### config.mk
export PLATFORM = sky130hd
export DESIGN_NAME = life_game_engine
export DESIGN_NICKNAME = d
export VERILOG_FILES = /design/src/rtl/life_game_pkg.sv /design/src/rtl/life_game_rule.sv /design/src/rtl/life_game_engine.sv
export SDC_FILE = /design/constraint.sdc
export NUM_CORES = 1
export LEC_CHECK = 0
export ABC_AREA = 1
export CORE_MARGIN = 2
export CORE_UTILIZATION = 60
export CTS_CLUSTER_DIAMETER = 100
export DETAILED_ROUTE_END_ITERATION = 10
export PLACE_DENSITY = 0.79
export SYNTH_ARGS = -nofsm -noshare
export SYNTH_HDL_FRONTEND = slang
export SYNTH_HIERARCHICAL = 1
export SYNTH_SLANG_ARGS = --single-unit
### constraint.sdc
create_clock -name clock -period 7.19 [get_ports clock]
set_clock_uncertainty 0.2 [all_clocks]
set_input_delay 1.7975 -clock clock [delete_from_list [all_inputs] [get_ports clock]]
set_output_delay 1.7975 -clock clock [all_outputs]
set_load 0.05 [all_outputs]
### src/rtl/life_game_pkg.sv
// Shared constants, FSM state encoding and word-address packing for the life engine.
// Optional feature macro used by this slice: LIFE_WRAP_EN (toroidal world).
package life_game_pkg;
  localparam int ROWS = 48;
  localparam int COLS = 64;
  localparam int WORDS_PER_ROW = 2;
  localparam int WORD_BITS = COLS / WORDS_PER_ROW;
  localparam logic [5:0] LAST_ROW = 6'(ROWS - 1);

  typedef enum logic [2:0] {IDLE, PRELOAD, LOAD, STORE, SWAP} state_t;

  function automatic logic [6:0] pack_addr(input logic [5:0] y, input logic half);
    return {y, half};
  endfunction
endpackage

### src/rtl/life_game_rule.sv
// Combinational B3/S23 rule over one row, given the rows above and below.
// LIFE_WRAP_EN selects horizontal wrap; otherwise columns -1 and 64 read as dead.
module life_game_rule
  import life_game_pkg::*;
(
  input  logic [COLS-1:0] prev_row,
  input  logic [COLS-1:0] cur_row,
  input  logic [COLS-1:0] next_row,
  output logic [COLS-1:0] next_gen
);
  // Bit 0 of each extended row is column -1, bit COLS+1 is column COLS.
  logic [COLS+1:0] prev_ext;
  logic [COLS+1:0] cur_ext;
  logic [COLS+1:0] next_ext;

`ifdef LIFE_WRAP_EN
  assign prev_ext = {prev_row[0], prev_row, prev_row[COLS-1]};
  assign cur_ext  = {cur_row[0],  cur_row,  cur_row[COLS-1]};
  assign next_ext = {next_row[0], next_row, next_row[COLS-1]};
`else
  assign prev_ext = {1'b0, prev_row, 1'b0};
  assign cur_ext  = {1'b0, cur_row,  1'b0};
  assign next_ext = {1'b0, next_row, 1'b0};
`endif

  genvar gi;
  generate
    for (gi = 0; gi < COLS; gi++) begin : g_cell
      logic [3:0] count;
      assign count = 4'(prev_ext[gi]) + 4'(prev_ext[gi+1]) + 4'(prev_ext[gi+2])
                   + 4'(cur_ext[gi])                       + 4'(cur_ext[gi+2])
                   + 4'(next_ext[gi]) + 4'(next_ext[gi+1]) + 4'(next_ext[gi+2]);
      assign next_gen[gi] = (count == 4'd3) || (cur_row[gi] && (count == 4'd2));
    end
  endgenerate
endmodule

### src/rtl/life_game_engine.sv
// Streams the current world through a three-row window and writes the next generation.
// LIFE_WRAP_EN defined: toroidal world; undefined: dead border.
module life_game_engine
  import life_game_pkg::*;
(
  input  logic                 clock,
  input  logic                 reset_n,
  input  logic                 step,
  input  logic [WORD_BITS-1:0] cell_data_in,
  output logic [6:0]           cell_address,
  output logic                 cell_write,
  output logic [WORD_BITS-1:0] cell_data_out,
  output logic                 world_clock,
  output logic                 busy,
  output logic [15:0]          generation
);
  state_t state_reg, state_next;
  logic [1:0] sub_reg, sub_next;
  logic [5:0] row_reg, row_next;
  logic [6:0] addr_next;
  logic       write_next;
  logic [COLS-1:0] prev_reg, cur_reg, next_reg, res_reg, rule_out;
  logic [WORD_BITS-1:0] rd_word;
  logic [5:0] load_row;

`ifdef LIFE_WRAP_EN
  assign rd_word = cell_data_in;
`else
  // Reads of row -1 (preload) and row ROWS (last load) still happen; their data is dropped.
  logic wrapped_read;
  assign wrapped_read = ((state_reg == PRELOAD) && !sub_reg[1]) ||
                        ((state_reg == LOAD) && (row_reg == LAST_ROW));
  assign rd_word = wrapped_read ? '0 : cell_data_in;
`endif

  life_game_rule u_rule (
    .prev_row (prev_reg),
    .cur_row  (cur_reg),
    .next_row ({rd_word, next_reg[WORD_BITS-1:0]}),
    .next_gen (rule_out)
  );

  assign busy        = (state_reg != IDLE);
  assign world_clock = (state_reg == SWAP);
  assign load_row    = (row_next == LAST_ROW) ? 6'd0 : row_next + 6'd1;

  always_comb begin
    state_next = state_reg;
    sub_next   = sub_reg;
    row_next   = row_reg;
    case (state_reg)
      IDLE: if (step) begin
        state_next = PRELOAD;
        sub_next   = 2'd0;
      end
      PRELOAD: if (sub_reg == 2'd3) begin
        state_next = LOAD;
        sub_next   = 2'd0;
        row_next   = 6'd0;
      end else begin
        sub_next = sub_reg + 2'd1;
      end
      LOAD: if (sub_reg[0]) begin
        state_next = STORE;
        sub_next   = 2'd0;
      end else begin
        sub_next = 2'd1;
      end
      STORE: if (sub_reg[0]) begin
        sub_next = 2'd0;
        if (row_reg == LAST_ROW) begin
          state_next = SWAP;
        end else begin
          state_next = LOAD;
          row_next   = row_reg + 6'd1;
        end
      end else begin
        sub_next = 2'd1;
      end
      SWAP:    state_next = IDLE;
      default: state_next = IDLE;
    endcase
  end

  // Address and strobe are registered, so they are derived from the upcoming state.
  always_comb begin
    addr_next  = '0;
    write_next = 1'b0;
    case (state_next)
      PRELOAD: begin
        case (sub_next)
          2'd0:    addr_next = pack_addr(LAST_ROW, 1'b0);
          2'd1:    addr_next = pack_addr(LAST_ROW, 1'b1);
          2'd2:    addr_next = pack_addr(6'd0, 1'b0);
          default: addr_next = pack_addr(6'd0, 1'b1);
        endcase
      end
      LOAD:  addr_next = pack_addr(load_row, sub_next[0]);
      STORE: begin
        addr_next  = pack_addr(row_next, sub_next[0]);
        write_next = 1'b1;
      end
      default: addr_next = '0;
    endcase
  end

  always_ff @(posedge clock) begin
    if (!reset_n) begin
      state_reg     <= IDLE;
      sub_reg       <= '0;
      row_reg       <= '0;
      cell_address  <= '0;
      cell_write    <= 1'b0;
      cell_data_out <= '0;
      generation    <= '0;
      prev_reg      <= '0;
      cur_reg       <= '0;
      next_reg      <= '0;
      res_reg       <= '0;
    end else begin
      state_reg    <= state_next;
      sub_reg      <= sub_next;
      row_reg      <= row_next;
      cell_address <= addr_next;
      cell_write   <= write_next;
      case (state_reg)
        PRELOAD: begin
          case (sub_reg)
            2'd0:    prev_reg[WORD_BITS-1:0]    <= rd_word;
            2'd1:    prev_reg[COLS-1:WORD_BITS] <= rd_word;
            2'd2:    cur_reg[WORD_BITS-1:0]     <= rd_word;
            default: cur_reg[COLS-1:WORD_BITS]  <= rd_word;
          endcase
        end
        LOAD: begin
          if (!sub_reg[0]) begin
            next_reg[WORD_BITS-1:0] <= rd_word;
          end else begin
            // Upper word arrives this cycle; the rule sees it straight from the bus.
            next_reg[COLS-1:WORD_BITS] <= rd_word;
            res_reg       <= rule_out;
            cell_data_out <= rule_out[WORD_BITS-1:0];
          end
        end
        STORE: begin
          if (!sub_reg[0]) begin
            cell_data_out <= res_reg[COLS-1:WORD_BITS];
          end else begin
            prev_reg <= cur_reg;
            cur_reg  <= next_reg;
          end
        end
        SWAP:    generation <= generation + 16'd1;
        default: ;
      endcase
    end
  end
endmodule

After elaboration in Yosys (flattened, before gate mapping)
Index checks and enable logic that the tools add are counted.

Register bits: 323. Word-level logic and storage cells: 786.

Add/sub/neg operators: 445. Equal/unequal tests: 149. Multiplexer cells: 30. Bitwise gates (word level): 1. Reduce and logical (&&, ||, !) cells: 147.

Operator list (count): adder 4 x 1 -> 4 bit (378); == test 4 x 2 -> 1 bit, second input constant (128); one-hot mux 64 bit (2 select lines) (2); two-way mux 32 bit (7); two-way mux 64 bit (2); adder 1 x 1 -> 2 bit (63); logical AND 1 bit (66); logical OR 1 bit (65); one-hot mux 32 bit (2 select lines) (1); one-hot mux 7 bit (3 select lines) (2); two-way mux 6 bit (4); adder 16 x 1 -> 16 bit, second input constant (1); two-way mux 3 bit (5); AND reduction 3 bit (5); adder 6 x 1 -> 6 bit, second input constant (2); == test 3 x 2 -> 1 bit, second input constant (4); == test 6 bit, second input constant (2); one-hot mux 3 bit (4 select lines) (1); one-hot mux 6 bit (2 select lines) (1); != test 2 bit, second input constant (4); == test 2 bit, second input constant (3); == test 3 x 1 -> 1 bit, second input constant (2); != test 2 x 1 -> 1 bit, second input constant (3); one-hot mux 2 bit (3 select lines) (1); 14 further kinds (20).

Depth between registers and ports, before layout
Depth in word-level cells: 12. Depth in mapped cells: 21.

Cells and area by module
Netlist, hierarchy kept.

By module, submodules not included: life_game_engine (times used 1, cells each 1479, area an instance 11639.9 um^2); life_game_rule (times used 1, cells each 1445, area an instance 11404.7 um^2).

Least setup slack after synthesis
Ideal clock, no wire load.

Kind: input to register. Start point: input cell_data_in[20]. End point: register res_reg[53]. Library setup time: 0.116 ns. Arrival: 4.062 ns. Required time: 6.874 ns. Setup slack: 2.813 ns. Stages on the path: 14. Cells stage by stage: nand2_1 inv_2 inv_1 fa_1 fa_1 inv_1 ha_1 fa_1 inv_1 nand2_1 nand3_1 a21oi_1 o21ai_0 nor2_1.

Word-level cells in the longest chain between the ends: 7.

Ends and longest elaborated chain: start, declared (RTL line life_game_engine.sv:9) `input logic [WORD_BITS-1:0] cell_data_in,`; two-way mux 32 bit * (RTL line life_game_engine.sv:33) `assign rd_word = wrapped_read ? '0 : cell_data_in;`; named net rd_word[20] (RTL line life_game_engine.sv:23) `logic [WORD_BITS-1:0] rd_word;`; adder 4 x 1 -> 4 bit * (3 in series) (RTL line life_game_rule.sv:32) `+ 4'(next_ext[gi]) + 4'(next_ext[gi+1]) + 4'(next_ext[gi+2]);`; == test 4 x 2 -> 1 bit (RTL line life_game_rule.sv:33) `assign next_gen[gi] = (count == 4'd3) || (cur_row[gi] && (count == 4'd2));`; logical AND 1 bit (RTL line life_game_rule.sv:33); logical OR 1 bit * (RTL line life_game_rule.sv:33); named net rule_out[53] (RTL line life_game_engine.sv:22) `logic [COLS-1:0] prev_reg, cur_reg, next_reg, res_reg, rule_out;`; end signal, assigned (RTL line life_game_engine.sv:141) `res_reg <= rule_out;`; end, declared (RTL line life_game_engine.sv:22).

Mark *: on every way through the listed nets, which the timed path passes. The rest lies on a longest branch. A chain may end at the register's enable or synchronous reset.

Worst setup path in the final report
Start point: register row_reg[0]. End point: register res_reg[33].

Word-level cells in the longest chain between the ends: 10.

Ends and longest elaborated chain: start, declared (RTL line life_game_engine.sv:19) `logic [5:0] row_reg, row_next;`; start signal, assigned (RTL line life_game_engine.sv:123) `row_reg <= row_next;`; == test 6 bit * (RTL line life_game_engine.sv:32) `((state_reg == LOAD) && (row_reg == LAST_ROW));`; logical AND 1 bit * (RTL line life_game_engine.sv:32); logical OR 1 bit * (RTL line life_game_engine.sv:31) `assign wrapped_read = ((state_reg == PRELOAD) && !sub_reg[1]) ||`; two-way mux 32 bit * (RTL line life_game_engine.sv:33); named net rd_word[0] (RTL line life_game_engine.sv:23); adder 4 x 1 -> 4 bit * (3 in series) (RTL line life_game_rule.sv:32); == test 4 x 2 -> 1 bit (RTL line life_game_rule.sv:33); logical AND 1 bit (RTL line life_game_rule.sv:33); logical OR 1 bit * (RTL line life_game_rule.sv:33); named net rule_out[33] (RTL line life_game_engine.sv:22).

Marked as above.

==> flow_summary.ini <==
[grt]
grt_pass1_wl_um = 91220
grt_max_degree = 102
grt_overflow = 0
antenna_found_initial = 0
first_global_vias = 19630
grt_usage_pct = 27.84

[final_layout]
final_common_cell = inv_1
num-nets-final = 3431
fin_cells = 3480
drive_above_1_share_pct = 5.557
final_cell_mix = inv_1 (662), nand2_1 (468), dfxtp_1 (291), o21ai_0 (254), fa_1 (252)
fillers = 3004
diodes = 0
area_growth_pct = 9.811

[worst_setup_path]
cp_cell_sequence = ha_1 -> nand2_1 -> nor2_1 -> nand2_1 -> o21ai_2 -> inv_2 -> nand2_1 -> inv_2 -> inv_1 -> fa_1 -> fa_1 -> inv_1 -> ha_1 -> fa_1 -> nand3_1 -> a21oi_1 -> o21ai_0 -> nor2_1
crit_type = flop to flop
cp.required_ns = 7.44
cp-startpoint = row_reg[0]
r2r_end = res_reg[33]
crit_end = res_reg[33]
arrival_ns = 4.95
endpoint_kind = flop
crit_path_start_kind = flop
critPathMaxFanout = 32
slowest_stage = inv_2
r2r_cells = 18
cpPeakStageDelay_ns = 0.64
r2r-start = row_reg[0]
rrSetupSlack_ns = 2.48

[clock_tree]
htree_levels = 2
cts_root_buf = clkbuf_16
cts_setup_buffers = 0
path_clk_slew_ns = 0.06
numCtsBuffers = 34
cts.path.max_buffers = 3
cts_hold_buf = 0
cts_tree = done
numClockSinks = 291
cts_resized = 0
insertion_delay_ns = 0.52

[die]
die_area_um2 = 39990
die_h_um = 200.0
core_area_um2 = 37760
start_util_pct = 61.04
num_rows = 71
die_w_um = 200.0
io_pins = 93

[logic_synthesis]
ys_warn_count = 6
avgSynthCellArea_um2 = 7.881
synthCells = 2924
synth_cell_types = 37
yosys_register_bits = 291
synth_seq_area_share_pct = 25.28
netlist_area_um2 = 23040
syn_nets = 3406

[status]
outcome = finished clean

[route]
wl_per_cell_um = 15.50
num_vias = 18960
wl_um = 53950
drtIter0Drc = 1223
drc = 0
ant_nets = 0
first_pass_iters = 5
via_per_inst = 5.447

[sta]
setup_viol = 0
tightest_slew_ns = 1.006
layout_setup_ws_ns = 2.485
setup-tns-final_ns = 0
slew_headroom_pct = 32.91
post-route-period-util_pct = 65.44
rsz0062_at_grt = false
period_needed_ns = 4.705
timing.fmax_mhz = 212.5
slew_violations = 0
hold_violations = 0

[pwr]
leakagePower_nw = 11.71
ir_drop_mv = 0.1502
p_per_area_nw_per_um2 = 199.2

[run]
drv_cap = 0

[placed_design]
dp_hpwl_um = 38450
dp.cells = 3424
place_ws_ns = 2.054
portBuffers = 92
gp_congestion = 0.8642

[min_path]
worstHoldPathType = flop to flop
min_from = next_reg[39]
[worst min path at each step]
stage / to / slack (ns) / depth (start not counted)
CTS: cur_reg[28] / 0.28 / 2
global placement: cur_reg[32] / 0.27 / 2
detailed placement: cur_reg[38] / 0.27 / 2
global route: cur_reg[54] / 0.30 / 2
finish: cur_reg[39] / 0.28 / 2
floorplan: res_reg[33] / 0.26 / 2
[final cells by class]
type                            instances  area (µm²)  area share, %
Clock buffer                           43       945.9          3.738
Clock inverter                         13       202.7         0.8010
Inverter                              700        2631          10.40
Multi-Input combinational cell       1822       14080          55.63
Sequential cell                       291        5826          23.02
Tap cell                              511       639.4          2.527
Timing Repair Buffer                  100       982.2          3.881
[layer usage]
| metal | global-route usage (%) | wire (µm) | up-vias |
|---|---|---|---|
| met2 | 49.41 | 27020 | 500 |
| met3 | 3.343 | 2630 | 116 |
| met1 | 35.04 | 22720 | 9130 |
| met4 | 10.01 | 1584 | 0 |
| met5 | 0 | 0 | - |
| li1 | - | - | 9209 |
[logic make-up after synthesis]
| group | synth area share [%] |
|---|---|
| xor gates and xnor gates | 0.03801 |
| adders and majority gates | 32.48 |
| AOI/OAI and AO/OA | 13.79 |
| and+or+nand+nor | 14.78 |
| buffers and inverters | 13.63 |
| DFF | 25.28 |
[through the flow]
step	total power [mW]	hold slack, ns	utilization, %	cell area, µm²
6_report	5.041	0.2805	67.03	25310
3_3_place_gp	3.127	0.2656	63.98	24160
3_5_place_dp	3.238	0.2712	63.98	24160
4_1_cts	5.063	0.2778	67.03	25310
5_1_grt	5.373	0.2961	67.03	25310
2_1_floorplan	2.881	0.2554	-	23040
[cell usage after synthesis (all sizes together)]
| master | n | area (µm²) |
|---|---|---|
| a21boi | 1 | 7.510 |
| a21oi | 147 | 747.0 |
| a22oi | 2 | 15.01 |
| a31oi | 162 | 1013 |
| buf | 51 | 285.3 |
| clkbuf | 60 | 225.2 |
| dfxtp | 291 | 5826 |
| fa | 252 | 5045 |
| ha | 195 | 2440 |
| inv | 700 | 2630 |
| nand2 | 513 | 2078 |
| nand3 | 145 | 750.7 |
| nand3b | 1 | 7.510 |
| nand4 | 6 | 37.54 |
| nor2 | 113 | 485.5 |
| nor3 | 3 | 15.01 |
| nor3b | 1 | 7.510 |
| nor4 | 2 | 12.51 |
| o21a | 3 | 22.52 |
| o21ai | 272 | 1365 |
| o21bai | 1 | 7.510 |
| or2 | 2 | 12.52 |
| xor2 | 1 | 8.760 |
[worst max-delay path: cells and delay by family, from the launching register on]
kind            cells  cell delay, ns
simple gates        6            0.83
fa+ha+maj           5            1.94
buf+inv             4            0.94
compound gates      3            0.34
flops               1            0.35
[power breakdown]
part	internal, mW	switching [mW]	total, mW
Combinational	0.591	0.923	1.51
Clock	1.11	0.698	1.81
Sequential	1.67	0.0498	1.72
Total	3.37	1.67	5.04
(Power assumes the default switching activity.)
